[src/rtl/serial_chain_pkg.sv]
// Shared definitions for the serial pattern-detector chain: feeder state
// encodings, the default idle line level and a width helper.
package serial_chain_pkg;

  typedef enum logic {
    FEED_IDLE  = 1'b0,
    FEED_SHIFT = 1'b1
  } feed_state_e;

  // Idle fill level; the detector benches assume the same value.
  localparam logic FEED_IDLE_LEVEL = 1'b0;

  function automatic int unsigned clog2(input int unsigned n);
    int unsigned r;
    r = 0;
    for (int unsigned v = n - 1; v > 0; v = v >> 1) begin
      r = r + 1;
    end
    return r;
  endfunction

endpackage

[src/rtl/sbf_shift_reg.sv]
// Loadable shift register for the feeder. The first bit of a loaded word is
// exposed combinationally; the register keeps only the bits still to be sent.
module sbf_shift_reg #(
  parameter int unsigned WIDTH     = 8,
  parameter bit          MSB_FIRST = 1'b1
) (
  input  logic             clk,
  input  logic             reset,
  input  logic             load_i,
  input  logic             shift_i,
  input  logic [WIDTH-1:0] data_i,
  output logic             first_bit_c_o,
  output logic             head_bit_c_o
);

  logic [WIDTH-1:0] sr_q;
  logic [WIDTH-1:0] sr_d;

  assign first_bit_c_o = MSB_FIRST ? data_i[WIDTH-1] : data_i[0];
  assign head_bit_c_o  = MSB_FIRST ? sr_q[WIDTH-1]   : sr_q[0];

  // On load the first bit goes straight to the output stage, so store the rest.
  always_comb begin
    sr_d = sr_q;
    if (load_i) begin
      sr_d = MSB_FIRST ? (data_i << 1) : (data_i >> 1);
    end else if (shift_i) begin
      sr_d = MSB_FIRST ? (sr_q << 1) : (sr_q >> 1);
    end
  end

  always_ff @(posedge clk) begin
    if (reset) begin
      sr_q <= '0;
    end else begin
      sr_q <= sr_d;
    end
  end

endmodule

[src/rtl/serial_bit_feeder.sv]
// Parallel-to-serial front end for the pattern-detector chain: accepts words on
// a valid/ready handshake and streams one bit per clock with no inter-word gap.
module serial_bit_feeder
  import serial_chain_pkg::*;
#(
  parameter int unsigned WIDTH      = 8,
  parameter bit          MSB_FIRST  = 1'b1,
  parameter logic        IDLE_LEVEL = FEED_IDLE_LEVEL,
  parameter int unsigned CNT_W      = 16
) (
  input  logic             clk,
  input  logic             reset,
  input  logic [WIDTH-1:0] in_data,
  input  logic             in_valid,
  output logic             in_ready,
  output logic             bit_out,
  output logic             bit_valid,
  output logic             last_bit,
  output logic             busy,
  output logic [CNT_W-1:0] word_count
);

  localparam int unsigned BC_W = (WIDTH > 1) ? clog2(WIDTH) : 1;
  localparam logic [BC_W-1:0] LAST_IDX = BC_W'(WIDTH - 1);

  feed_state_e      state_q, state_d;
  logic [BC_W-1:0]  bit_cnt_q, bit_cnt_d;
  logic             bit_out_q, bit_out_d;
  logic             bit_valid_q, bit_valid_d;
  logic             last_bit_q, last_bit_d;
  logic [CNT_W-1:0] word_cnt_q, word_cnt_d;

  logic at_last_c;
  logic accept_c;
  logic load_c;
  logic shift_c;
  logic first_bit_c;
  logic head_bit_c;

  sbf_shift_reg #(
    .WIDTH     (WIDTH),
    .MSB_FIRST (MSB_FIRST)
  ) u_shift (
    .clk           (clk),
    .reset         (reset),
    .load_i        (load_c),
    .shift_i       (shift_c),
    .data_i        (in_data),
    .first_bit_c_o (first_bit_c),
    .head_bit_c_o  (head_bit_c)
  );

  assign at_last_c = (state_q == FEED_SHIFT) && (bit_cnt_q == LAST_IDX);
  assign in_ready  = ~reset & ((state_q == FEED_IDLE) | at_last_c);
  assign accept_c  = in_valid & in_ready;

  // bit_cnt_q is the index of the bit currently on bit_out.
  always_comb begin
    state_d     = state_q;
    bit_cnt_d   = bit_cnt_q;
    bit_out_d   = IDLE_LEVEL;
    bit_valid_d = 1'b0;
    last_bit_d  = 1'b0;
    word_cnt_d  = word_cnt_q;
    load_c      = 1'b0;
    shift_c     = 1'b0;

    if (at_last_c) begin
      word_cnt_d = CNT_W'(word_cnt_q + 1'b1);
    end

    if (accept_c) begin
      state_d     = FEED_SHIFT;
      bit_cnt_d   = '0;
      bit_out_d   = first_bit_c;
      bit_valid_d = 1'b1;
      last_bit_d  = (WIDTH == 1);
      load_c      = 1'b1;
    end else if ((state_q == FEED_SHIFT) && !at_last_c) begin
      bit_cnt_d   = BC_W'(bit_cnt_q + 1'b1);
      bit_out_d   = head_bit_c;
      bit_valid_d = 1'b1;
      last_bit_d  = (BC_W'(bit_cnt_q + 1'b1) == LAST_IDX);
      shift_c     = 1'b1;
    end else begin
      state_d = FEED_IDLE;
    end
  end

  always_ff @(posedge clk) begin
    if (reset) begin
      state_q     <= FEED_IDLE;
      bit_cnt_q   <= '0;
      bit_out_q   <= IDLE_LEVEL;
      bit_valid_q <= 1'b0;
      last_bit_q  <= 1'b0;
      word_cnt_q  <= '0;
    end else begin
      state_q     <= state_d;
      bit_cnt_q   <= bit_cnt_d;
      bit_out_q   <= bit_out_d;
      bit_valid_q <= bit_valid_d;
      last_bit_q  <= last_bit_d;
      word_cnt_q  <= word_cnt_d;
    end
  end

  assign bit_out    = bit_out_q;
  assign bit_valid  = bit_valid_q;
  assign last_bit   = last_bit_q;
  assign busy       = bit_valid_q;
  assign word_count = word_cnt_q;

endmodule

[config.mk]
export PLATFORM = sky130hd
export DESIGN_NAME = serial_bit_feeder
export DESIGN_NICKNAME = d
export VERILOG_FILES = /design/src/rtl/serial_chain_pkg.sv /design/src/rtl/sbf_shift_reg.sv /design/src/rtl/serial_bit_feeder.sv
export SDC_FILE = /design/constraint.sdc
export NUM_CORES = 1
export LEC_CHECK = 0
export CAP_MARGIN = 10
export CORE_MARGIN = 10
export CORE_UTILIZATION = 46
export CTS_CLUSTER_DIAMETER = 100
export CTS_CLUSTER_SIZE = 24
export DETAILED_ROUTE_END_ITERATION = 16
export MAX_ROUTING_LAYER = met4
export PLACE_DENSITY = 0.76
export SKIP_LAST_GASP = 1
export SLEW_MARGIN = 10
export SYNTH_ARGS = -nofsm -noshare
export SYNTH_HDL_FRONTEND = slang
export SYNTH_HIERARCHICAL = 1
export SYNTH_SLANG_ARGS = --single-unit
export TNS_END_PERCENT = 20
[constraint.sdc]
create_clock -name clk -period 3.3 [get_ports clk]
set_clock_uncertainty 0.2 [all_clocks]
set_input_delay 0.495 -clock clk [delete_from_list [all_inputs] [get_ports clk]]
set_output_delay 0.495 -clock clk [all_outputs]
set_load 0.005 [all_outputs]
==> qor.yml, run 1 <==
setup_path:
  cp_common_cell: "ha_1"
  r2r_setup_slack_ns: 0.96
  crit_buf_inv: 2
  cp_slowest_cell: "clkdlybuf4s50_1"
  cp.required_ns: 2.60
  r2r_start: "bit_cnt_q[0]"
  critical-path-top-delay-family: "buffers and inverters"
  cp_max_fo: 9
  r2r_end: "u_shift/sr_q[1]"
  path_class: "reg -> out"
  critical_path_arrival_ns: 2.34
  startpoint: "bit_cnt_q[0]"
  cp-start-kind: "flip-flop"
  reg2reg_depth: 8
  cp_cell_sequence: "ha_1 > ha_1 > nand2b_2 > clkinvlp_4 > nor2_1 > clkdlybuf4s50_1"
  cpPeakStageDelay_ns: 0.51
  end_kind: "output pin"
drt:
  first_iter_violations: 52
  drt_wl_total_um: 3110
  drtAntennaViolNets: 0
  vias_per_cell: 5.34
  drt-wirelength-per-cell_um: 14.3
  first_pass_iters: 4
  vias: 1165
  drc: 0
floorplan:
  rows: 19
  start_util: 0.485
  die_h_um: 74.2
  design.core.area_um2: 2780
  die-width_um: 74.2
  io_pins: 32
  die_area_um2: 5500
global_routing:
  grt_pass1_vias: 1179
  grt_overflow: 0
  antenna_found_initial: 0
  grt_max_degree: 22
  grt_pass1_wl_um: 5290
  grt_usage: 0.125
cts:
  root_buffer: "clkbuf_4"
  clock_latency_ns: 0.33
  postCtsHoldBufs: 0
  cts_buffers: 5
  clk_pin_slew_ns: 0.09
  cts.sinks: 30
  cts_tree: "done"
  clock_path_buffers: 2
  htreeDepth: 2
yosys:
  synthXorXnorAreaFrac: 0.0714
  yosys_warnings: 6
  synthDistinctLibCells: 32
  muxShareOfSynthArea: 0.0445
  synth_top_family_by_area: "simple AND/OR/NAND/NOR gates"
  synth_area_per_cell_um2: 8.93
  synth_fa_ha_area_frac: 0.0371
  netlist_area_um2: 1350
  synth_cells: 151
  synth-compound-area-share: 0.0844
  syn_nets: 166
  synth_seq_cells: 30
  yosysSeqAreaShare: 0.445
  synth_simple_gate_area_share: 0.276
sta:
  relSlewSlack: 0.685
  fmax_ghz: 0.330
  worst_slew_pin_slew_ns: 0.471
  whs_ns: 0.264
  finalMaxSlewViolations: 0
  rsz0062_at_grt: "no"
  period_minus_slack_ns: 3.03
  setup_tns_ns: 0
  hold_viol_final: 0
  fin_crit_sh: 0.918
  setup_viol: 0
power:
  power_density_nw_per_um2: 379
  power_mw: 0.663
  p_leak_nw: 0.621
  irDropWorstVdd_v: 0.000362
flow_run:
  drv_cap: 0
status:
  status: "complete, no violations"
placement:
  dp.cells: 209
  numPortBuffers: 31
  gp_congestion: 0.739
  dp_hpwl_um: 2390
worst_hold_path:
  hold_end: "bit_out"
  hold_path_class: "reg -> reg"
  hold_path_depth: 2
  hp-start: "u_shift/sr_q[7]"
layout:
  final_nets: 201
  n_fill_cell: 246
  fin_cells: 218
  diodes: 0
  layout-drive-gt1-share: 0.0909
  syn2layout_area_growth_pct: 29.7
==> Yosys cell counts <==
master    instances  area [µm²]
a211oi_1          6        45.0
xnor2_1           5        43.8
xor2_1            6        52.6
mux2i_1           6        60.1
o21ai_0           2        10.0
nand4_1           6        37.5
nand3_1           6        30.0
nand2b_1          1        6.26
nor3_1            5        25.0
buf_4             2        15.0
and4_1            2        17.5
nand3_4           1        17.5
and3_1            1        6.26
dfxtp_1          30         601
nor2b_1           6        37.5
or3_2             1        7.51
or3b_1            1        8.76
or2_4             1        8.76
and4_2            1        10.0
ha_1              4        50.1
nand2_1          13        48.8
or2_2             1        6.26
o41ai_1           1        8.76
nor4_1            3        18.8
a21oi_1           7        35.0
or3_1             1        6.26
buf_6             1        11.3
clkbuf_1          3        11.3
inv_1             5        18.8
a31oi_1           1        6.26
o311ai_0          1        8.76
nor2_1           21        78.8
==> power breakdown <==
group | leakage [nW] | switching (mW) | internal [mW] | total [mW]
Combinational | 0.342 | 0.0263 | 0.0307 | 0.0570
Clock | 0.0353 | 0.125 | 0.103 | 0.228
Sequential | 0.244 | 0.00677 | 0.371 | 0.378
Total | 0.621 | 0.158 | 0.505 | 0.663
==> registers in the layout, summed over array words and instances (netlist names) <==
register      cells
u_shift/sr_q      7
state_q           1
bit_out           1
bit_cnt_q         3
bit_valid         1
word_count       16
last_bit          1
==> placed cells by master, fill, tap and decap left out, types with 2 or more instances in the layout <==
cell type and count:
nand3_1 6, xor2_1 6, nor2b_1 6, mux2i_1 6, nor3_1 5, xnor2_1 5
a21oi_1 7, nand4_1 6, nand2_1 13, o21ai_0 2, buf_4 3, nor2_1 21
dfxtp_1 30, clkbuf_4 5, nor4_1 3, and4_1 2, a211oi_1 6, clkdlybuf4s50_1 31
inv_1 4, ha_1 4
==> timing repair <==
item,4_1_cts,5_1_grt
setup endpoints to repair,0,1
resized for setup,0,2
buffers inserted,0,1
==> layout make-up <==
type	count	area (µm²)	share of cell area
sequential	30	601	0.343
inverter	5	22.5	0.0129
timing repair buffer	34	333	0.190
tap	31	38.8	0.0222
clock inverter	1	5.00	0.00286
clock buffer	7	55.1	0.0315
multi-input combinational	110	694	0.397
==> per-stage QoR <==
step	cell area, µm²	worst slack, ns	utilization
5_1_grt	1750	0.0776	0.629
6_report	1750	0.270	0.629
4_1_cts	1740	0.173	0.624
2_1_floorplan	1350	1.12	-
3_3_place_gp	1680	0.661	0.602
3_5_place_dp	1680	0.552	0.602
==> worst max-delay path by stage <==
stage,to,slack [ns],depth (start not counted)
detailed placement,in_ready,0.55,6
finish,in_ready,0.27,6
global placement,in_ready,0.66,6
CTS,in_ready,0.17,6
floorplan,u_shift/sr_q[2],1.12,7
global route,in_ready,0.08,6
==> cells by family after synthesis <==
logic type | count (synthesis)
adders and majority gates | 4
xor gates and xnor gates | 11
DFF | 30
muxes | 6
buffers and inverters | 11
AOI/OAI and AO/OA | 18
and+or+nand+nor | 71
==> per-layer routing <==
| metal | GRT usage | wire, µm |
|---|---|---|
| met5 | - | 0 |
| met1 | 0.126 | 1220 |
| met4 | 0.0538 | 42 |
| met3 | 0.0545 | 229 |
| met2 | 0.206 | 1620 |
==> tightest hold or removal path: cells and delay by family (launching register included) <==
kind	cells	cell delay, ns
AND/OR/NAND/NOR	1	0.05
flip-flops	1	0.32
AO/OA/AOI/OAI	1	0.05
Power figures use the tool's default switching activity.
==> inputs of run 2 (changes only) <==
- CTS_CLUSTER_SIZE: 24 -> 14
==> results of run 2 <==
No change in the layout: final DEF, timing and power equal those of run 1.
